===== config.mk =====
export PLATFORM = sky130hd
export DESIGN_NAME = spi_master_driver
export DESIGN_NICKNAME = d
export VERILOG_FILES = /design/src/rtl/spi_master_driver.sv
export SDC_FILE = /design/constraint.sdc
export NUM_CORES = 1
export LEC_CHECK = 0
export CAP_MARGIN = 25
export CORE_ASPECT_RATIO = 0.8
export CORE_UTILIZATION = 30
export CTS_BUF_LIST = sky130_fd_sc_hd__clkbuf_4
export CTS_CLUSTER_SIZE = 10
export DETAILED_ROUTE_END_ITERATION = 16
export GPL_ROUTABILITY_DRIVEN = 0
export PLACE_DENSITY = 0.46
export SYNTH_ARGS = -nofsm -noshare
export SYNTH_HDL_FRONTEND = slang
export SYNTH_SLANG_ARGS = --single-unit

===== constraint.sdc =====
create_clock -name clk_i -period 5.9 [get_ports clk_i]
set_input_delay 0.885 -clock clk_i [delete_from_list [all_inputs] [get_ports clk_i]]
set_output_delay 0.885 -clock clk_i [all_outputs]
set_load 0.05 [all_outputs]

===== src/rtl/spi_master_driver.sv =====
// SPI mode-0 master: one MSB-first byte per start_i, SCLK half-period of CLK_DIV clocks.
// Every SPI pin and status output comes straight from a flop.
module spi_master_driver #(
   parameter int CLK_DIV = 4
) (
   input  logic       clk_i,
   input  logic       rst_i,
   input  logic       start_i,
   input  logic [7:0] data_in_bi,
   output logic       ready_o,
   output logic [7:0] data_out_bo,
   output logic       done_o,
   output logic       spi_sclk_o,
   output logic       spi_mosi_o,
   input  logic       spi_miso_i,
   output logic       spi_cs_o
);

   typedef enum logic [2:0] {
      S_IDLE,
      S_SETUP,
      S_HIGH,
      S_LOW,
      S_HOLD
   } state_t;

   localparam logic [7:0] LP_RELOAD = 8'(CLK_DIV - 1);

   state_t     r_state, w_state;
   logic [7:0] r_cnt, w_cnt;
   logic [7:0] r_tx, w_tx;
   logic [7:0] r_rx, w_rx;
   logic [3:0] r_bit, w_bit;
   logic       r_sclk, w_sclk;
   logic       r_mosi, w_mosi;
   logic       r_cs, w_cs;
   logic       r_done, w_done;
   logic       r_ready, w_ready;
   logic [7:0] r_dout, w_dout;
   logic       w_phase_end;

   always_ff @(posedge clk_i or posedge rst_i) begin
      if (rst_i) begin
         r_state <= S_IDLE;
         r_cnt   <= '0;
         r_tx    <= '0;
         r_rx    <= '0;
         r_bit   <= '0;
         r_sclk  <= 1'b0;
         r_mosi  <= 1'b0;
         r_cs    <= 1'b1;
         r_done  <= 1'b0;
         r_ready <= 1'b1;
         r_dout  <= '0;
      end else begin
         r_state <= w_state;
         r_cnt   <= w_cnt;
         r_tx    <= w_tx;
         r_rx    <= w_rx;
         r_bit   <= w_bit;
         r_sclk  <= w_sclk;
         r_mosi  <= w_mosi;
         r_cs    <= w_cs;
         r_done  <= w_done;
         r_ready <= w_ready;
         r_dout  <= w_dout;
      end
   end

   assign w_phase_end = (r_cnt == 8'd0);

   always_comb begin
      w_state = r_state;
      w_cnt   = r_cnt;
      w_tx    = r_tx;
      w_rx    = r_rx;
      w_bit   = r_bit;
      w_sclk  = r_sclk;
      w_mosi  = r_mosi;
      w_cs    = r_cs;
      w_done  = 1'b0;
      w_ready = r_ready;
      w_dout  = r_dout;
      // Every timed phase counts down; the branches below reload on a state change.
      if (r_state != S_IDLE && !w_phase_end) w_cnt = r_cnt - 8'd1;
      case (r_state)
         S_IDLE: begin
            if (start_i) begin
               w_tx    = data_in_bi;
               w_rx    = '0;
               w_bit   = '0;
               w_cs    = 1'b0;
               w_mosi  = data_in_bi[7];
               w_ready = 1'b0;
               w_cnt   = LP_RELOAD;
               w_state = S_SETUP;
            end
         end
         S_SETUP, S_LOW: begin
            if (w_phase_end) begin
               w_sclk  = 1'b1;
               w_cnt   = LP_RELOAD;
               w_state = S_HIGH;
            end
         end
         S_HIGH: begin
            if (w_phase_end) begin
               w_rx   = {r_rx[6:0], spi_miso_i};
               w_sclk = 1'b0;
               w_bit  = r_bit + 4'd1;
               w_cnt  = LP_RELOAD;
               if (r_bit == 4'd7) begin
                  w_state = S_HOLD;
               end else begin
                  w_tx    = {r_tx[6:0], 1'b0};
                  w_mosi  = r_tx[6];
                  w_state = S_LOW;
               end
            end
         end
         S_HOLD: begin
            if (w_phase_end) begin
               w_cs    = 1'b1;
               w_mosi  = 1'b0;
               w_dout  = r_rx;
               w_done  = 1'b1;
               w_ready = 1'b1;
               w_cnt   = '0;
               w_state = S_IDLE;
            end
         end
         default: begin
            w_state = S_IDLE;
            w_cnt   = '0;
         end
      endcase
   end

   assign ready_o     = r_ready;
   assign data_out_bo = r_dout;
   assign done_o      = r_done;
   assign spi_sclk_o  = r_sclk;
   assign spi_mosi_o  = r_mosi;
   assign spi_cs_o    = r_cs;

endmodule


### Word-level counts from Yosys, hierarchy flattened

Cells that the tools add are included.
Widths: inputs -> output; s select.

* bits in registers: 42
* output and inout bits: 13
* bits of input ports: 12

* equal/unequal tests: 10
* add/subtract/negate cells: 2
* mux-type cells: 32
* reduce and logical (&&, ||, !) cells: 18

Operators with widths (number)
* $mux 8: 6
* $pmux 8 s3: 1
* $mux 7: 3
* $pmux 8 s2: 1
* $mux 3: 5
* $pmux 7 s2: 1
* $pmux 3 s4: 1
* $ne 2x2->1 const B: 5
* $reduce_and 3->1: 3
* $logic_not 8->1: 1
* $mux 1: 8
* $mux 4: 2
* $pmux 4 s2: 1
* $reduce_and 4->1: 2
* $sub 8x1->8 const B: 1
* $eq 3x2->1 const B: 2
* $reduce_bool 2->1: 3
* $reduce_bool 3->1: 2
* $reduce_and 5->1: 1
* $add 4x1->4 const B: 1
* $eq 4x3->1 const B: 1
* $pmux 1 s2: 2
* $eq 3x1->1 const B: 1
* $eq 3x3->1 const B: 1
* other kinds (7): 7

### Logic depth before layout (Yosys ltp)

* depth after elaboration: 6
* mapped depth: 7

### Least setup slack after synthesis

Ideal clock, no wire load.

* path kind: input to register
* from: input port start_i
* to: register r_tx[3]
* cell stages on the path: 5
* path slack: 3.941 ns
* buffers on the path: 1
* arrival time: 1.822 ns
* required time: 5.763 ns
* cells stage by stage: nor4b_1 a41oi_1 clkbuf_1 nand2_1 o21ai_0

* word-level cells in the longest chain between the ends: 2

Ends and longest elaborated chain
* start, declared: RTL line 8 `input logic start_i,`
* $ne 2x2->1 (no line)
* $reduce_and 4->1 (no line)
* end signal, assigned: RTL line 58 `r_tx <= w_tx;`
* end, declared: RTL line 31 `logic [7:0] r_tx, w_tx;`

Every way passes these cells.
A chain may end at the register's enable or synchronous reset.

### Final worst setup path

* from: register r_ready (netlist: ready_o)
* to: output port ready_o

RTL lines
* start, declared: RTL line 38 `logic r_ready, w_ready;`
* start signal, assigned: RTL line 65 `r_ready <= w_ready;`
* end, declared: RTL line 10 `output logic ready_o,`

No word-level cell between the ends.

==> metrics.md <==
| Metric | Value |
|---|---|
| CTS Buf Count | `5` |
| Root Driver | `clkbuf_4` |
| CTS Hold Bufs | `0` |
| RSZ-0062 raised after global routing | `no` |
| CTS sink cnt | `42` |
| Setup TNS | `0 ns` |
| Cell total after placement | `300` |
| DR iter-0 viols | `53` |
| CP Data Required Time | `5.02 ns` |
| Leak pwr | `0.00106 uW` |
| Antenna violations before repair | `0` |
| CTS tree | `built` |
| Synth async-reset ratio | `1.00` |
| Number of global-route vias before repair | `1420` |
| Grt total ovfl | `0` |
| Clk slew on worst S/H paths | `0.12 ns` |
| Die H | `77.2 um` |
| Initial Utilization | `0.309` |
| Critical Path Sink Type | `output pin` |
| Post-route ant nets | `0` |
| Syn nets | `215` |
| DP Wirelength | `2890 um` |
| # Post-CTS Setup Buffers | `0` |
| Critical path class | `register to output pin` |
| Die Area | `7400 sq um` |
| Sequential-to-total area share from yosys stat | `0.497` |
| Cell family with most CP delay | `buffers and inverters` |
| CTS resizes | `0` |
| Min Hold Slack | `0.477 ns` |
| Die width | `95.9 um` |
| Non-filler cells in the finished layout | `308` |
| Core ar. | `6860 sq um` |
| Post-layout util | `0.367` |
| Synth-to-layout area growth | `18.9%` |
| DR pass1 iterations | `4` |
| Filler Cells Inserted | `694` |
| Worst-margin pin slew | `0.983 ns` |
| Post-route DRC | `0` |
| Worst min path class | `register to register` |
| Post-synth cell types | `53` |
| Final WL | `4230 um` |
| CTS max path bufs | `2` |
| Mapped Avg Cell Area | `10.6 sq um` |
| Global-route wire length before repair | `7260 um` |
| Hold Violations, Final | `0` |
| GRT Util Overall | `0.128` |
| Critical Path Source Type | `register` |
| Tcrit/Tclk final | `0.438` |
| Top FF cell, synth | `dfrtp_1` |
| Nets | `235` |
| Worst rel slew slack | `0.336` |
| Fin. max-slew vios | `0` |
| Vias | `1483` |
| Setup Viol. Count Final | `0` |
| Buf/Inv on CP | `1` |
| Worst vdd ir | `0.0885 mV` |
| Buffers on Ports | `24` |
| Yosys reg bits | `42` |
| Worst skew pair latency | `0.35 ns` |
| Worst path slowest cell | `clkdlybuf4s50_1` |
| Worst Path Arrival | `1.70 ns` |
| F_max | `387 MHz` |
| Crit path time final | `2.58 ns` |
| Cells after Synth | `200` |
| Ys Warns | `0` |
| Status | `complete, no violations` |
| PD cells | `212 nW/um^2` |
| I/O pins | `25` |
| Vias/cell | `4.81` |
| CTS H-tree depth | `2` |
| Worst path cell trace | `clkdlybuf4s50_1` |
| Synthesized area | `2120 sq um` |
| Place WS | `2.97 ns` |
| Clock skew | `0.0194 ns` |
| Setup ws final | `3.32 ns` |
| CP Max Fanout | `3` |
| Layout cell share with drive strength beyond 1 | `0.118` |
| Largest net degree at the start of global routing | `43` |
| Wire per inst | `13.7 um` |
| Diode count | `0` |
| Crit path largest cell delay | `0.79 ns` |
| Row count | `27` |
| Max cap viols | `0` |
| Number of flops mapped to enable cells by yosys | `0` |
[where the power goes]
group / total [uW] / switching, uW / leakage, uW / internal [uW]
Clock: 221 / 90.5 / 0.0000528 / 131
Sequential: 293 / 2.06 / 0.000494 / 291
Combinational: 19.4 / 9.80 / 0.000509 / 9.63
[state kept, by name, summed over array words and instances (netlist names)]
| name | count |
|---|---|
| r_bit | 4 |
| r_rx | 8 |
| ready_o | 1 |
| spi_mosi_o | 1 |
| r_state | 3 |
| spi_sclk_o | 1 |
| done_o | 1 |
| data_out_bo | 8 |
| r_cnt | 8 |
| r_tx | 7 |
[cell families (layout without fill, tap and decap cells)]
logic type,Yosys count,after routing,synth area share
AND/OR/NAND/NOR,70,70,0.194
AO/OA/AOI/OAI,47,47,0.138
flip-flops,42,42,0.497
buffers and inverters,17,38,0.0378
multiplexers,15,15,0.0904
XOR/XNOR,6,6,0.0248
adder cells (fa/ha/maj),3,3,0.0177
[cell usage after synthesis (4+ instances only)]
| master | n | area share |
|---|---|---|
| a21oi_1 | 10 | 0.024 |
| buf_2 | 4 | 0.0095 |
| clkbuf_1 | 6 | 0.011 |
| dfrtp_1 | 41 | 0.48 |
| inv_1 | 4 | 0.0071 |
| mux2_4 | 8 | 0.057 |
| mux2i_1 | 6 | 0.028 |
| nand2_1 | 31 | 0.055 |
| nor2_1 | 5 | 0.0089 |
| nor3_1 | 5 | 0.012 |
| o21ai_0 | 17 | 0.040 |
| xor2_1 | 4 | 0.017 |
[worst register-to-register path: stages (launching register included)]
cell	delay [ns]
dfrtp_1	0.42
inv_1	0.09
ha_1	0.16
nor3b_2	0.53
a41oi_1	0.59
a32o_1	0.40
[metrics by stage]
step	power [uW]	instance area (sq um)
finish	533	2520
global route	562	2520
CTS	543	2520
detailed placement	318	2420
global placement	318	2420
floorplan	306	2120
[per-layer routing]
| layer | global-route usage | share of wire |
|---|---|---|
| met3 | 0.0337 | 0.033 |
| met1 | 0.201 | 0.57 |
| met2 | 0.167 | 0.39 |
| met4 | 0.0403 | 0.0085 |
| met5 | 0 | 0 |
[worst paths after layout]
kind	startpoint	end	slack [ns]	cells after the start
max	ready_o	ready_o	3.32	1
min	ready_o	ready_o	0.48	2
max reg2reg	r_cnt[0]	r_tx[0]	3.62	5
min reg2reg	ready_o	ready_o	0.48	2
max in group asynchronous	rst_i	r_tx[4]	4.56	3
min in group asynchronous	rst_i	data_out_bo[3]	0.96	3
[area by class of cell]
class / instances / area, sq um / area share
clock inverter: 3 / 63.8 / 0.0253
multi-input combinational: 141 / 986 / 0.391
clock buffer: 5 / 37.5 / 0.0149
inverter: 4 / 15.0 / 0.00596
timing repair buffer: 26 / 255 / 0.101
tap: 87 / 109 / 0.0432
sequential: 42 / 1050 / 0.418
[placed cells by master, fill, tap and decap left out, types with 3 or more instances in the layout]
cell type / netlist / routed
a21oi_1: 10 / 10
clkbuf_4: 0 / 5
clkdlybuf4s50_1: 0 / 24
dfrtp_1: 41 / 41
ha_1: 3 / 3
inv_1: 4 / 3
mux2_4: 8 / 8
mux2i_1: 6 / 6
nand2_1: 31 / 31
nand3b_1: 3 / 3
nor2_1: 5 / 5
nor3_1: 5 / 5
o21ai_0: 17 / 17
o21ai_1: 3 / 3
xor2_1: 4 / 4
(Power assumes the default switching activity.)
